--- src/rtl/mem_arbiter.sv ---
// mem_arbiter: shares one memory bus between instruction fetch and load/store; data wins over fetch.
// Latency: 2 cycles minimum from a request being sampled in IDLE to its one-cycle valid pulse, plus one per wait cycle.
// Backpressure: requesters hold their level requests until their valid pulse; stall holds the PC meanwhile. MEM_TIMEOUT_EN bounds wait states and raises a sticky err.
module mem_arbiter #(
    parameter int ADDR_W  = 32,
    parameter int DATA_W  = 32,
    parameter int TIMEOUT = 16
) (
    input  logic                clk,
    input  logic                rst,
    // instruction fetch requester
    input  logic                if_req,
    input  logic [ADDR_W-1:0]   if_addr,
    output logic [DATA_W-1:0]   if_rdata,
    output logic                if_valid,
    // load/store requester
    input  logic                d_req,
    input  logic                d_we,
    input  logic [ADDR_W-1:0]   d_addr,
    input  logic [DATA_W-1:0]   d_wdata,
    input  logic [DATA_W/8-1:0] d_wmask,
    output logic [DATA_W-1:0]   d_rdata,
    output logic                d_valid,
    // pipeline hold
    output logic                stall,
    // shared memory bus
    output logic                mem_req,
    output logic                mem_we,
    output logic [ADDR_W-1:0]   mem_addr,
    output logic [DATA_W-1:0]   mem_wdata,
    output logic [DATA_W/8-1:0] mem_wmask,
    input  logic [DATA_W-1:0]   mem_rdata,
    input  logic                mem_ack,
    output logic                err
);

    localparam int MASK_W = DATA_W / 8;

    typedef enum logic [1:0] {
        IDLE   = 2'd0,
        D_WAIT = 2'd1,
        I_WAIT = 2'd2
    } state_e;

    state_e              state_q, state_d;
    logic                mem_we_q, mem_we_d;
    logic [ADDR_W-1:0]   mem_addr_q, mem_addr_d;
    logic [DATA_W-1:0]   mem_wdata_q, mem_wdata_d;
    logic [MASK_W-1:0]   mem_wmask_q, mem_wmask_d;
    logic [DATA_W-1:0]   if_rdata_q, if_rdata_d;
    logic                if_valid_q, if_valid_d;
    logic [DATA_W-1:0]   d_rdata_q, d_rdata_d;
    logic                d_valid_q, d_valid_d;

`ifdef MEM_TIMEOUT_EN
    localparam int CNT_W = (TIMEOUT > 1) ? $clog2(TIMEOUT + 1) : 1;

    logic [CNT_W-1:0]    wait_cnt_q, wait_cnt_d;
    logic                err_q, err_d;
    logic                tmo_hit;

    // Limit reached on the TIMEOUT-th wait cycle that passes without an ack.
    assign tmo_hit = (wait_cnt_q == CNT_W'(TIMEOUT - 1));
    assign err     = err_q;
`else
    assign err     = 1'b0;
`endif

    // The bus is requested exactly while a wait state is occupied, so reset drops it at once.
    assign mem_req   = (state_q != IDLE);
    assign mem_we    = mem_we_q;
    assign mem_addr  = mem_addr_q;
    assign mem_wdata = mem_wdata_q;
    assign mem_wmask = mem_wmask_q;
    assign if_rdata  = if_rdata_q;
    assign if_valid  = if_valid_q;
    assign d_rdata   = d_rdata_q;
    assign d_valid   = d_valid_q;

    // A request whose valid is pulsing this cycle is already served, so it does not hold the PC.
    assign stall = (d_req & ~d_valid_q) | (if_req & ~if_valid_q);

    // Next-state and datapath decisions: arbitration in IDLE, completion in the wait states.
    always_comb begin
        state_d     = state_q;
        mem_we_d    = mem_we_q;
        mem_addr_d  = mem_addr_q;
        mem_wdata_d = mem_wdata_q;
        mem_wmask_d = mem_wmask_q;
        if_rdata_d  = if_rdata_q;
        if_valid_d  = 1'b0;
        d_rdata_d   = d_rdata_q;
        d_valid_d   = 1'b0;
`ifdef MEM_TIMEOUT_EN
        wait_cnt_d  = wait_cnt_q;
        err_d       = err_q;
`endif
        case (state_q)
            IDLE: begin
`ifdef MEM_TIMEOUT_EN
                // Every wait state is entered from IDLE, so clearing here clears on entry.
                wait_cnt_d = '0;
`endif
                // A requester whose valid is high right now was just served; skipping it
                // prevents a level-held request from being issued twice.
                if (d_req && !d_valid_q) begin
                    state_d     = D_WAIT;
                    mem_we_d    = d_we;
                    mem_addr_d  = d_addr;
                    mem_wdata_d = d_wdata;
                    mem_wmask_d = d_wmask;
                end else if (if_req && !if_valid_q) begin
                    state_d     = I_WAIT;
                    mem_we_d    = 1'b0;
                    mem_addr_d  = if_addr;
                    mem_wmask_d = '0;
                end
            end

            D_WAIT: begin
                if (mem_ack) begin
                    state_d   = IDLE;
                    d_valid_d = 1'b1;
                    // Stores leave the last load result in place.
                    if (!mem_we_q) begin
                        d_rdata_d = mem_rdata;
                    end
`ifdef MEM_TIMEOUT_EN
                end else if (tmo_hit) begin
                    state_d   = IDLE;
                    d_valid_d = 1'b1;
                    d_rdata_d = '0;
                    err_d     = 1'b1;
                end else begin
                    wait_cnt_d = wait_cnt_q + 1'b1;
`endif
                end
            end

            I_WAIT: begin
                if (mem_ack) begin
                    state_d    = IDLE;
                    if_valid_d = 1'b1;
                    if_rdata_d = mem_rdata;
`ifdef MEM_TIMEOUT_EN
                end else if (tmo_hit) begin
                    state_d    = IDLE;
                    if_valid_d = 1'b1;
                    if_rdata_d = '0;
                    err_d      = 1'b1;
                end else begin
                    wait_cnt_d = wait_cnt_q + 1'b1;
`endif
                end
            end

            default: begin
                state_d = IDLE;
            end
        endcase
    end

    // State and registered outputs; reset abandons any access in flight.
    always_ff @(posedge clk or negedge rst) begin
        if (!rst) begin
            state_q     <= IDLE;
            mem_we_q    <= 1'b0;
            mem_addr_q  <= '0;
            mem_wdata_q <= '0;
            mem_wmask_q <= '0;
            if_rdata_q  <= '0;
            if_valid_q  <= 1'b0;
            d_rdata_q   <= '0;
            d_valid_q   <= 1'b0;
        end else begin
            state_q     <= state_d;
            mem_we_q    <= mem_we_d;
            mem_addr_q  <= mem_addr_d;
            mem_wdata_q <= mem_wdata_d;
            mem_wmask_q <= mem_wmask_d;
            if_rdata_q  <= if_rdata_d;
            if_valid_q  <= if_valid_d;
            d_rdata_q   <= d_rdata_d;
            d_valid_q   <= d_valid_d;
        end
    end

`ifdef MEM_TIMEOUT_EN
    // Wait-state counter and sticky error flag.
    always_ff @(posedge clk or negedge rst) begin
        if (!rst) begin
            wait_cnt_q <= '0;
            err_q      <= 1'b0;
        end else begin
            wait_cnt_q <= wait_cnt_d;
            err_q      <= err_d;
        end
    end
`endif

endmodule

--- config.mk ---
export PLATFORM = sky130hd
export DESIGN_NAME = mem_arbiter
export DESIGN_NICKNAME = d
export VERILOG_FILES = /design/src/rtl/mem_arbiter.sv
export SDC_FILE = /design/constraint.sdc
export NUM_CORES = 1
export LEC_CHECK = 0
export ABC_CLOCK_PERIOD_IN_PS = 1900
export BUFFER_PORTS_ARGS = -buffer_cell sky130_fd_sc_hd__buf_2
export CAP_MARGIN = 5
export CORE_MARGIN = 2
export CORE_UTILIZATION = 42
export CTS_BUF_LIST = sky130_fd_sc_hd__clkbuf_16
export CTS_CLUSTER_DIAMETER = 60
export DETAILED_ROUTE_END_ITERATION = 16
export GPL_TIMING_DRIVEN = 0
export PLACE_DENSITY = 0.77
export RECOVER_POWER = 25
export SYNTH_ARGS = -nofsm -noshare
export SYNTH_HDL_FRONTEND = slang
export SYNTH_SLANG_ARGS = --single-unit
--- constraint.sdc ---
create_clock -name clk -period 1.9 [get_ports clk]
set_clock_uncertainty 0.15 [all_clocks]
set_input_delay 0.38 -clock clk [delete_from_list [all_inputs] [get_ports clk]]
set_output_delay 0.38 -clock clk [all_outputs]
set_load 0.02 [all_outputs]
# Word level (Yosys, flattened, before mapping)
# Cells that the tools add are included.
# word_totals
regBits	137
in_bits	138
out_inout_bits	138
elab_cells	45
# classes
n_eq_ne	4
n_mux	13
bitwise	6
n_reduce_logical	13
# ops
op	n
32-bit two-way mux	2
4-bit two-way mux	2
2-bit AND reduction	4
2-bit two-way mux	3
1-bit two-way mux	5
2-bit case mux with 2 select lines	1
2-bit nonzero test	2
3-bit inequality test (second input constant)	1
1-bit NOT	3
3-bit AND reduction	1
1-bit AND	2
2-bit by 1-bit == test with 1-bit output (second input constant)	1
2-bit == test (second input constant)	1
1-bit logical AND	2
1-bit zero test	2
2-bit zero test	1
2-bit by 1-bit inequality test with 1-bit output (second input constant)	1
2-bit OR reduction	1
1-bit bitwise OR	1

# Logic depth before layout (Yosys ltp)
# Gate-level depths: netlist of the first run.
# logic_depth
depth_word	5
ltp_mapped	7

# Worst setup path before layout of the first run
# Ideal clock, no wire load.
# synth_timing
path_kind	flip-flop to flip-flop
startpoint	register state_q[0]
endpoint	register mem_addr_q[3] (netlist: mem_addr[3])
setup_ns	0.125
arrival_ns	1.603
t_required_ns	1.625
slack_ns	0.023
stages_incl_launch_ff	7
path_buffers	1
path_cell_list	dfrtp_1 -> inv_1 -> ha_1 -> inv_1 -> a21oi_2 -> buf_4 -> mux2_2
# synth_between
elab_chain_cells	2
# synth_rtl
element	line_no	text
start, declared	45	state_e state_q, state_d;
start signal, assigned	176	state_q <= state_d;
2-bit zero test	98	case (state_q)
2-bit AND reduction (no source line)	--	
end signal, assigned	178	mem_addr_q <= mem_addr_d;
end, declared	47	logic [ADDR_W-1:0] mem_addr_q, mem_addr_d;
# Every way passes these cells.
# A chain may end at the register's enable or synchronous reset.

# Final worst setup path of the first run
# layout_timing
startpoint	register d_valid_q (netlist: d_valid)
endpoint	output stall
# layout_between
elab_chain_cells	3
# layout_rtl
element	line_no	text
start, declared	53	logic d_valid_q, d_valid_d;
start signal, assigned	184	d_valid_q <= d_valid_d;
1-bit NOT	81	assign stall = (d_req & ~d_valid_q) | (if_req & ~if_valid_q);
1-bit AND	81	
1-bit bitwise OR	81	
end, declared	25	output logic stall,
# Every way passes these cells.

==> results list, run 1 <==
* Share of the cycle needed by the critical path after routing: 97.6%
- After the last flow step, the layout net total stands at 786.
- 276 I/O pins were placed.
- The tool flagged a number of max-cap violations equal to 0.
- The internal power of the cells totals 9.46 mW.
- The first global-routing pass estimated 21,100 microns of wire.
- For the pin with the worst max-slew slack, the measured transition is 0.719 ns.
- Overall routing resource usage: 18.9%
- Endpoint kind of the worst setup timing path: primary output
* Vias in the first global route: 4,226
- Global routing used 33.8% of the available met2 tracks.
- Post-Route Setup TNS: 0 ns
- Max-Slew Margin vs Limit: between 50% and 60%
* Number of port buffers: 274
* Outcome: finished, final reports clean
* First drt pass iteration count: 4
* Req. time, crit path: 1.37 ns
* Routability cong.: about 0.77
- Area inside the core boundary: between 0.01 and 0.015 sq mm
- Pwr/cell area: 1880 mW/mm^2
- Number of buffers added by the clock tree synthesis step: 17
* Worst setup SP type: register
* Clock transition at the registers of the reported paths: 0.06 ns
* Tot Pwr: between 15 and 20 mW
- Cell type with the largest total area after synthesis: sky130_fd_sc_hd__dfrtp_1
* Final wirelength: 13,900 microns
- Counting distinct cell types in the post-synthesis netlist gives 23.
- The path class of the tightest hold or removal check is primary input to register.
- Global routing used 20.7% of the available met1 tracks.
- Timing would allow up to 539 MHz.
- No sink is reached through more buffers than the 2 on the longest clock path.
- From synthesis to final layout, the design area changed by 39.6%.
- Unrepaired setup endpoints after global routing: true
- Clk sink count: roughly 140
- The clock tree synthesis step divided the H-tree into 4 levels.
- Synthesis produced a netlist whose cell count is around 340.
- Fill cells in the final layout number 1,076.
- Static Leakage: 4.01 nW
* Initial core utilization: 43.2%
- Once detail routing completed, the nets flagged for antenna violations numbered 0.
* Cell at the root of the clock tree: sky130_fd_sc_hd__clkbuf_16
- Net switching is 37.6% of the power.
- Final Slew Violations: 0
* Peak fanout along the critical path: 2
- Sw Pwr: between 5 and 6 mW
* Portion of total power attributed to the clock network: about a fifth
- TritonCTS built the clock tree.
* Full die area: ~0.015 sq mm
- The total count of hold-check failures in the final report is 0.
- Vias after detailed routing: 3,980
- In this run the biggest area consumer among cell types represents 59.4% of the synthesized area.
- Data arrival at the endpoint of the critical path: 1.32 ns
- Remaining global-route overflow: 0
- Final setup violation count: 0
- Dividing the detail-routed wire length by the instance count gives 16.6 microns.
* Die width: between 100 and 150 microns
- Synthesized flop and latch total: roughly 140
- Final instance area: 0.00806 sq mm
* Antenna Cells: 0
- Maximum number of pins on one net before global-route repair: 96
* Combinational share of power: around 45%
* Global routing usage on met3: 6.72%
- Detailed placement ended at an HPWL of 10,300 microns.
- The Yosys step of the flow raised 0 warnings.
- Die Ht: 121 microns
- Drt drc: 0
* Cell area after synthesis: between 0.005 and 0.006 sq mm
- Power share of the sequential group: 34.1%
* Setup CP Type: register to primary output
* Placed cell area: 0.00740 sq mm
- Mean cell area of the mapped netlist: roughly 17 sq um
- The later pin in the worst-skew pair is clocked with a latency of 0.42 ns.
* Floorplan row count: 42
- The number of nets in the synthesized netlist is 485.
* Peak VDD IR: 0.894 mV
* Sequential fraction of the synthesis area: 59.4%
- Number of DRC markers after the initial detailed-route iteration: 99
- The number of antenna violations at the first check in global routing came to 0.
- Number of vias per cell: 4.77
- The global routing stage identified its most utilized layer as met2.
- Time the worst path needs with I/O delays and setup: 1.85 ns
* Cell types occupying the most area after synthesis: sky130_fd_sc_hd__dfrtp_1 (59%), sky130_fd_sc_hd__mux2_2 (21%), sky130_fd_sc_hd__mux2_4 (14%)
- Cells with a size suffix above 1 make up 67.9% of the layout.
==> synth_stat cells <==
library cell,instances
sky130_fd_sc_hd__buf_4,6
sky130_fd_sc_hd__buf_2,7
sky130_fd_sc_hd__and2_1,1
sky130_fd_sc_hd__nor2_8,1
sky130_fd_sc_hd__inv_1,4
sky130_fd_sc_hd__buf_6,4
sky130_fd_sc_hd__mux2_4,52
sky130_fd_sc_hd__a21oi_1,1
sky130_fd_sc_hd__a21o_1,1
sky130_fd_sc_hd__a2bb2oi_1,1
sky130_fd_sc_hd__nand2_1,3
sky130_fd_sc_hd__nand2b_4,1
sky130_fd_sc_hd__o21ai_0,2
sky130_fd_sc_hd__dfrtp_1,137
sky130_fd_sc_hd__conb_1,1
sky130_fd_sc_hd__mux2_1,2
sky130_fd_sc_hd__nor2b_1,2
sky130_fd_sc_hd__clkbuf_2,1
sky130_fd_sc_hd__nand2b_1,2
sky130_fd_sc_hd__ha_1,3
sky130_fd_sc_hd__a21oi_2,1
sky130_fd_sc_hd__mux2_2,106
sky130_fd_sc_hd__a22o_1,5
==> sequential cells by signal (all words and copies together), names as in the netlist <==
| name | cells |
|---|---|
| d_rdata | 32 |
| if_rdata | 32 |
| mem_addr | 32 |
| mem_wdata | 32 |
| mem_wmask | 4 |
| state_q | 2 |
| d_valid | 1 |
| if_valid | 1 |
| mem_we | 1 |
==> layout make-up <==
cell class	instances	area, sq um	share of cell area [%]
Buffer	18	174	2.16
Multi-Input combinational cell	185	2230	27.6
Clock buffer	17	425	5.28
Timing Repair Buffer	282	1400	17.4
Clock inverter	15	160	1.99
Inverter	4	22.5	0.280
Sequential cell	137	3430	42.5
Tap cell	176	220	2.73
==> cell families after synthesis <==
kind of cell	synth area share (%)
AO/OA/AOI/OAI	1.45
adder cells (fa/ha/maj)	0.650
buffers and inverters	2.51
flip-flops	59.4
multiplexers	34.6
other	0.0650
AND/OR/NAND/NOR	1.32
==> routing by layer <==
layer  part of all wire (%)  vias up
met4                    1.5        0
met2                     53      165
met3                    7.6       20
li1                       -     1822
met1                     38     1973
met5                      0        -
==> path summary, 6_finish.rpt <==
path                                                 from                        end  slack (ns)  cells past startpoint
worst max-delay path                    d_valid$_DFF_PN0_                      stall        0.05                      5
worst min-delay path                           d_wmask[0]   mem_wmask[0]$_DFFE_PN0P_        0.03                      2
worst max register to register     state_q[0]$_DFFE_PN0P_     d_rdata[7]$_DFFE_PN0P_        0.05                      6
worst min register to register  mem_wdata[26]$_DFFE_PN0P_  mem_wdata[26]$_DFFE_PN0P_        0.34                      1
max in group asynchronous                             rst          d_valid$_DFF_PN0_        0.26                      3
min in group asynchronous                             rst  mem_wdata[22]$_DFFE_PN0P_        0.30                      2
==> critical path: stages (launching register included) <==
cell and delay (ns):
sky130_fd_sc_hd__dfrtp_1 0.37, sky130_fd_sc_hd__nand2b_4 0.15, sky130_fd_sc_hd__buf_12 0.12, sky130_fd_sc_hd__buf_12 0.11, sky130_fd_sc_hd__nand2_2 0.05, sky130_fd_sc_hd__buf_6 0.12
==> timing repair <==
item	CTS	global route
buffers inserted	5	1
hold buffers	1	0
hold endpoints to repair	42	0
setup endpoints to repair	67	83
gates resized for setup	16	17
==> cell usage in the layout, fill, tap and decap left out, types with 2 or more instances in the layout <==
cell type	n
sky130_fd_sc_hd__nor2b_1	2
sky130_fd_sc_hd__buf_6	8
sky130_fd_sc_hd__bufinv_16	3
sky130_fd_sc_hd__ha_1	2
sky130_fd_sc_hd__clkinvlp_4	2
sky130_fd_sc_hd__o21ai_0	2
sky130_fd_sc_hd__mux2_4	52
sky130_fd_sc_hd__inv_2	2
sky130_fd_sc_hd__a22o_1	5
sky130_fd_sc_hd__inv_1	3
sky130_fd_sc_hd__buf_12	2
sky130_fd_sc_hd__clkbuf_2	2
sky130_fd_sc_hd__buf_4	13
sky130_fd_sc_hd__buf_2	224
sky130_fd_sc_hd__mux2_2	106
sky130_fd_sc_hd__clkbuf_4	2
sky130_fd_sc_hd__nand2_2	2
sky130_fd_sc_hd__clkbuf_16	17
sky130_fd_sc_hd__clkinv_1	3
sky130_fd_sc_hd__dfrtp_1	137
sky130_fd_sc_hd__clkinv_4	2
sky130_fd_sc_hd__clkbuf_1	47
sky130_fd_sc_hd__mux2_1	2
sky130_fd_sc_hd__clkinv_2	2
==> power by group through the flow <==
stage	clock network [mW]	registers (mW)	logic (mW)
floorplan	0	6.94	2.63
global placement	0	5.07	6.60
detailed placement	0	5.16	6.74
CTS	3.31	5.14	6.88
global route	3.48	5.34	7.13
finish	3.24	5.16	6.74
==> metrics by stage <==
step | util, % | worst slack (ns) | instances | hold WS [ns]
finish | 60.4 | 0.0455 | 834 | 0.0264
global route | 60.4 | -0.0283 | 834 | 0.0207
CTS | 60.6 | 0.00107 | 833 | 0.0171
detailed placement | 55.4 | -0.136 | 795 | 0.167
global placement | 55.2 | -1.34 | 794 | 0.319
floorplan | - | 0.0226 | 344 | -0.0656
No activity file was read; power rests on OpenSTA's default activity.
==> run 2: changes to the inputs <==
--- a/config.mk
+++ b/config.mk
@@ -5,6 +5,7 @@
 export SDC_FILE = /design/constraint.sdc
 export NUM_CORES = 1
 export LEC_CHECK = 0
+export ABC_AREA = 1
 export ABC_CLOCK_PERIOD_IN_PS = 1900
 export BUFFER_PORTS_ARGS = -buffer_cell sky130_fd_sc_hd__buf_2
 export CAP_MARGIN = 5
@@ -14,7 +15,7 @@
 export CTS_CLUSTER_DIAMETER = 60
 export DETAILED_ROUTE_END_ITERATION = 16
 export GPL_TIMING_DRIVEN = 0
-export PLACE_DENSITY = 0.77
+export PLACE_DENSITY = 0.76
 export RECOVER_POWER = 25
 export SYNTH_ARGS = -nofsm -noshare
 export SYNTH_HDL_FRONTEND = slang
==> run 2 against run 1 <==
Effect of this change: combinational power shrank 6.8%; critical endpoint is now mem_req; synthesized cell count is 95% higher; largest power group unchanged; sequential cell count unchanged; largest cell class unchanged; sequential share of layout area is 0.58 points lower.
==> results list, run 2 <==
* Pwr/cell area: 1760 mW/mm^2 (was 1880 mW/mm^2)
* Worst setup slack before clock tree synthesis: 0.146 ns (was -0.136 ns)
- The path depth of the worst reg2reg path came to 6 (unchanged).
* Maximum count of clock buffers along a single path: 2 (unchanged)
- The net count of the finished layout came to 1,114 (was 786).
* Most frequent cell after synthesis: sky130_fd_sc_hd__nand2_1 (was sky130_fd_sc_hd__dfrtp_1)
- Least-Margin Pin Slew: 0.637 ns (was 0.719 ns)
* Maximum number of pins on one net before global-route repair: 71 (was 96)
- Drt drc: 0 (unchanged)
* Cell type with the largest total area after synthesis: sky130_fd_sc_hd__dfrtp_1 (unchanged)
- Req. time, crit path: 1.37 ns (about the same)
* Most common library cells after synthesis: sky130_fd_sc_hd__nand2_1 (313), sky130_fd_sc_hd__dfrtp_1 (137), sky130_fd_sc_hd__nand3_1 (65) (was sky130_fd_sc_hd__dfrtp_1 (137), sky130_fd_sc_hd__mux2_2 (106), sky130_fd_sc_hd__mux2_4 (52))
- The number of DRC violations after detailed-routing iteration 0 is 239 (was 99).
* Reg area: 0.00343 sq mm (unchanged)
* Global-route wire length before repair: 25,300 microns (was 21,100 microns)
- The mean number of vias per cell came to 4.71 (was 4.77).
* Clk sink count: 137 (unchanged)
* I/O pins: 276 (unchanged)
- Time the worst path needs with I/O delays and setup: 1.81 ns (was 1.85 ns)
- The final-layout worst hold slack is 0.0185 ns (was 0.0264 ns).
* Static Leakage: 4.70 nW (was 4.01 nW)
- The final standard cell count with taps included and fillers excluded is 1,165 (was 834).
- The setup TNS after final layout is 0 ns (unchanged).
- The mean area per synthesized cell was 8.80 sq um (was 16.8 sq um).
- Data arrival at the endpoint of the critical path: 1.28 ns (was 1.32 ns)
- Outcome: finished, final reports clean (unchanged)
- The cell occurring most often along the worst timing path is sky130_fd_sc_hd__buf_6 (was sky130_fd_sc_hd__buf_12).
- Post-synthesis async set-or-reset flop share: 100% (unchanged)
* Unrepaired setup endpoints after global routing: false (was true)
- The number of gates on the worst path with buffers counted was 5 (unchanged).
- Final Slew Violations: 0 (unchanged)
- Initial core utilization: 42.8% (was 43.2%)
- The clock-pin slew on the worst setup and hold paths came to 0.06 ns (about the same).
* Antenna Cells: 0 (unchanged)
- The count of fill cells added during filler insertion came to 1,250 (was 1,076).
* Cell types occupying the most area after synthesis: sky130_fd_sc_hd__dfrtp_1 (58%), sky130_fd_sc_hd__nand2_1 (20%), sky130_fd_sc_hd__nand3_1 (5.5%) (was sky130_fd_sc_hd__dfrtp_1 (59%), sky130_fd_sc_hd__mux2_2 (21%), sky130_fd_sc_hd__mux2_4 (14%))
* Area occupied by multi-input gates: 0.00207 sq mm (was 0.00223 sq mm)
* Endpoints failing hold: 0 (unchanged)
* Floorplan row count: 43 (was 42)
- The share of layout cells above drive strength 1 came to 35.8% (was 67.9%).
* Number of placed instances, taps included: 1,126 (was 795)
- Proportion of netlist area held by the largest area contributor: 58.0% (was 59.4%)
- The HPWL reported at the end of detailed placement is 11,600 microns (was 10,300 microns).
* Worst-path cell with the longest stage delay: sky130_fd_sc_hd__dfrtp_1 (unchanged)
- Synth warn: 0 (unchanged)
- Clock tree from TritonCTS: built (unchanged)
- Die Ht: 123 microns (was 121 microns)
- The synthesis-to-layout area growth came to 38.1% (was 39.6%).
- ANT nets after route: 0 (unchanged)
- Number of buffers added by the clock tree synthesis step: 17 (unchanged)
- The placeable core region is 0.0138 sq mm (was 0.0133 sq mm).
* Top library cells by usage in the layout, fill and taps aside: sky130_fd_sc_hd__nand2_1 (313), sky130_fd_sc_hd__buf_2 (255), sky130_fd_sc_hd__dfrtp_1 (137) (was sky130_fd_sc_hd__buf_2 (224), sky130_fd_sc_hd__dfrtp_1 (137), sky130_fd_sc_hd__mux2_2 (106))
- The kind of launch point of the worst setup path was a register (unchanged).
- The library cell used as clock root buffer is sky130_fd_sc_hd__clkbuf_16 (unchanged).
- Die width: 123 microns (was 121 microns)
- The final weighted congestion in routability-driven placement was 0.859 (was 0.769).
- The count of distinct cell types in the synthesized netlist was 17 (was 23).
- The number of levels the H-tree was split into came to 4 (unchanged).
- CP delay by family, top: flip-flops (unchanged)
- Peak VDD IR: 1.08 mV (was 0.894 mV)
* Final wirelength: 16,100 microns (was 13,900 microns)
- Antenna violations before repair: 0 (unchanged)
- The netlist area before placement came to 0.00591 sq mm (was 0.00577 sq mm).
* Hold path depth: 3 (was 2)
* First drt pass iteration count: 5 (was 4)
* Full die area: 0.0150 sq mm (was 0.0147 sq mm)
* Class of the tightest hold or removal check: primary input to register (unchanged)
- Overall routing resource usage: 21.7% (was 18.9%)
- Synthesized flop and latch total: 137 (unchanged)
- The net count of the mapped netlist came to 813 (was 485).
* Fmax achieved: 552 MHz (was 539 MHz)
* Vias after detailed routing: 5,483 (was 3,980)
- The type of element capturing the critical path was a primary output (unchanged).
* Sequential fraction of the synthesis area: 58.0% (was 59.4%)
* Most common cell after layout, fill and taps aside: sky130_fd_sc_hd__nand2_1 (was sky130_fd_sc_hd__buf_2)
- The minimum setup slack in the final design is 0.0891 ns (was 0.0455 ns).
* Final setup violation count: 0 (unchanged)
- Setup CP Type: register to primary output (unchanged)
- The number of enable flip-flop cells after synthesis is 0 (unchanged).
- Peak fanout along the critical path: 2 (unchanged)
- Vias in the first global route: 5,340 (was 4,226)
- Max-Cap Viols: 0 (unchanged)
- Drt wl/cell: 13.8 microns (was 16.6 microns)
* Cell count after synthesis: 672 (was 344)
- The top flip-flop cell by instance count after synthesis is sky130_fd_sc_hd__dfrtp_1 (unchanged).
- Cells traversed along the worst timing path: inv_2, ha_4, buf_6, inv_4, buf_6 (was nand2b_4, buf_12, buf_12, nand2_2, buf_6).
- The count of buffering cells on the critical path with inverters included was 4 (was 3).
* Share of the cycle needed by the critical path after routing: 95.3% (was 97.6%)
- Remaining global-route overflow: 0 (unchanged)
- Number of port buffers: 273 (was 274)
- Max-Slew Margin vs Limit: 57.6% (was 52.1%)
* Delay of the slowest cell on the worst path: 0.39 ns (was 0.37 ns)
* Insertion delay to the later sink of the worst-skew pair: 0.41 ns (was 0.42 ns)
-- run 2: changes by cell type in the layout (fill, tap and decap cells not counted), sizes merged, moves of 3 or more --
cell,delta
buf,+32
inv,+35
clkbuf,-10
o21ai,+62
nand2b,-3
mux2,-160
nand2,+313
nand3,+65
a22o,-5
-- run 2: worst min-delay path: stages --
cell and delay (ns):
sky130_fd_sc_hd__buf_2 0.08, sky130_fd_sc_hd__nand2_1 0.04, sky130_fd_sc_hd__nand2_1 0.05
-- run 2: through the flow --
| stage | area, sq um | total power, mW | util (%) |
|---|---|---|---|
| 6_report | 8170 | 14.4 | 59.1 |
| 3_3_place_gp | 7510 | 11.1 | 54.3 |
| 2_1_floorplan | 5910 | 8.93 | - |
| 3_5_place_dp | 7540 | 11.2 | 54.5 |
| 5_1_grt | 8170 | 15.4 | 59.1 |
| 4_1_cts | 8200 | 14.6 | 59.3 |
-- run 2: final cells by class --
| type | count | share of cell area (%) |
|---|---|---|
| plain buffers | 41 | 3.49 |
| clock buffers | 17 | 5.21 |
| clock inverters | 14 | 1.62 |
| inverters | 41 | 1.91 |
| multi-input cells | 452 | 25.3 |
| flip-flops and latches | 137 | 42.0 |
| well taps | 180 | 2.76 |
| repair buffers | 283 | 17.7 |
-- run 2: where the power goes --
part           switching (mW)  total [mW]  internal, mW
combinational            4.18        6.28          2.10
sequential              0.701        4.96          4.26
clock                    1.23        3.13          1.90
total                    6.11        14.4          8.26
-- run 2: cell families after synthesis --
kind of cell	Yosys count	synth area share (%)
adders and majority gates	3	0.635
buffers and inverters	83	7.55
and+or+nand+nor	384	26.3
AOI/OAI and AO/OA	64	7.45
other	1	0.0634
DFF	137	58.0
-- run 2: worst paths after layout --
kind | to | from | slack [ns]
max | mem_req | state_q[0]$_DFFE_PN0P_ | 0.09
max in group asynchronous | mem_wmask[1]$_DFFE_PN0P_ | rst | 0.45
min | mem_wdata[25]$_DFFE_PN0P_ | d_wdata[25] | 0.02
max reg2reg | if_rdata[18]$_DFFE_PN0P_ | state_q[1]$_DFFE_PN0P_ | 0.16
min reg2reg | mem_wdata[21]$_DFFE_PN0P_ | mem_wdata[21]$_DFFE_PN0P_ | 0.31
min in group asynchronous | if_rdata[26]$_DFFE_PN0P_ | rst | 0.36
-- run 2: layer usage --
layer / wire, microns / GRT usage [%]
met1: 6630 / 26.2
met2: 7540 / 34.8
met3: 1470 / 7.90
met4: 426 / 9.84
met5: 0 / 0
-- run 2: timing repair --
action | in CTS | in global routing
hold endpoints to repair | 69 | 0
pin swaps | 1 | 0
setup buffers | 6 | 0
resized for setup | 6 | 9
gates cloned | 0 | 0
hold buffers | 3 | 0
endpoints found under the setup margin | 2 | 5
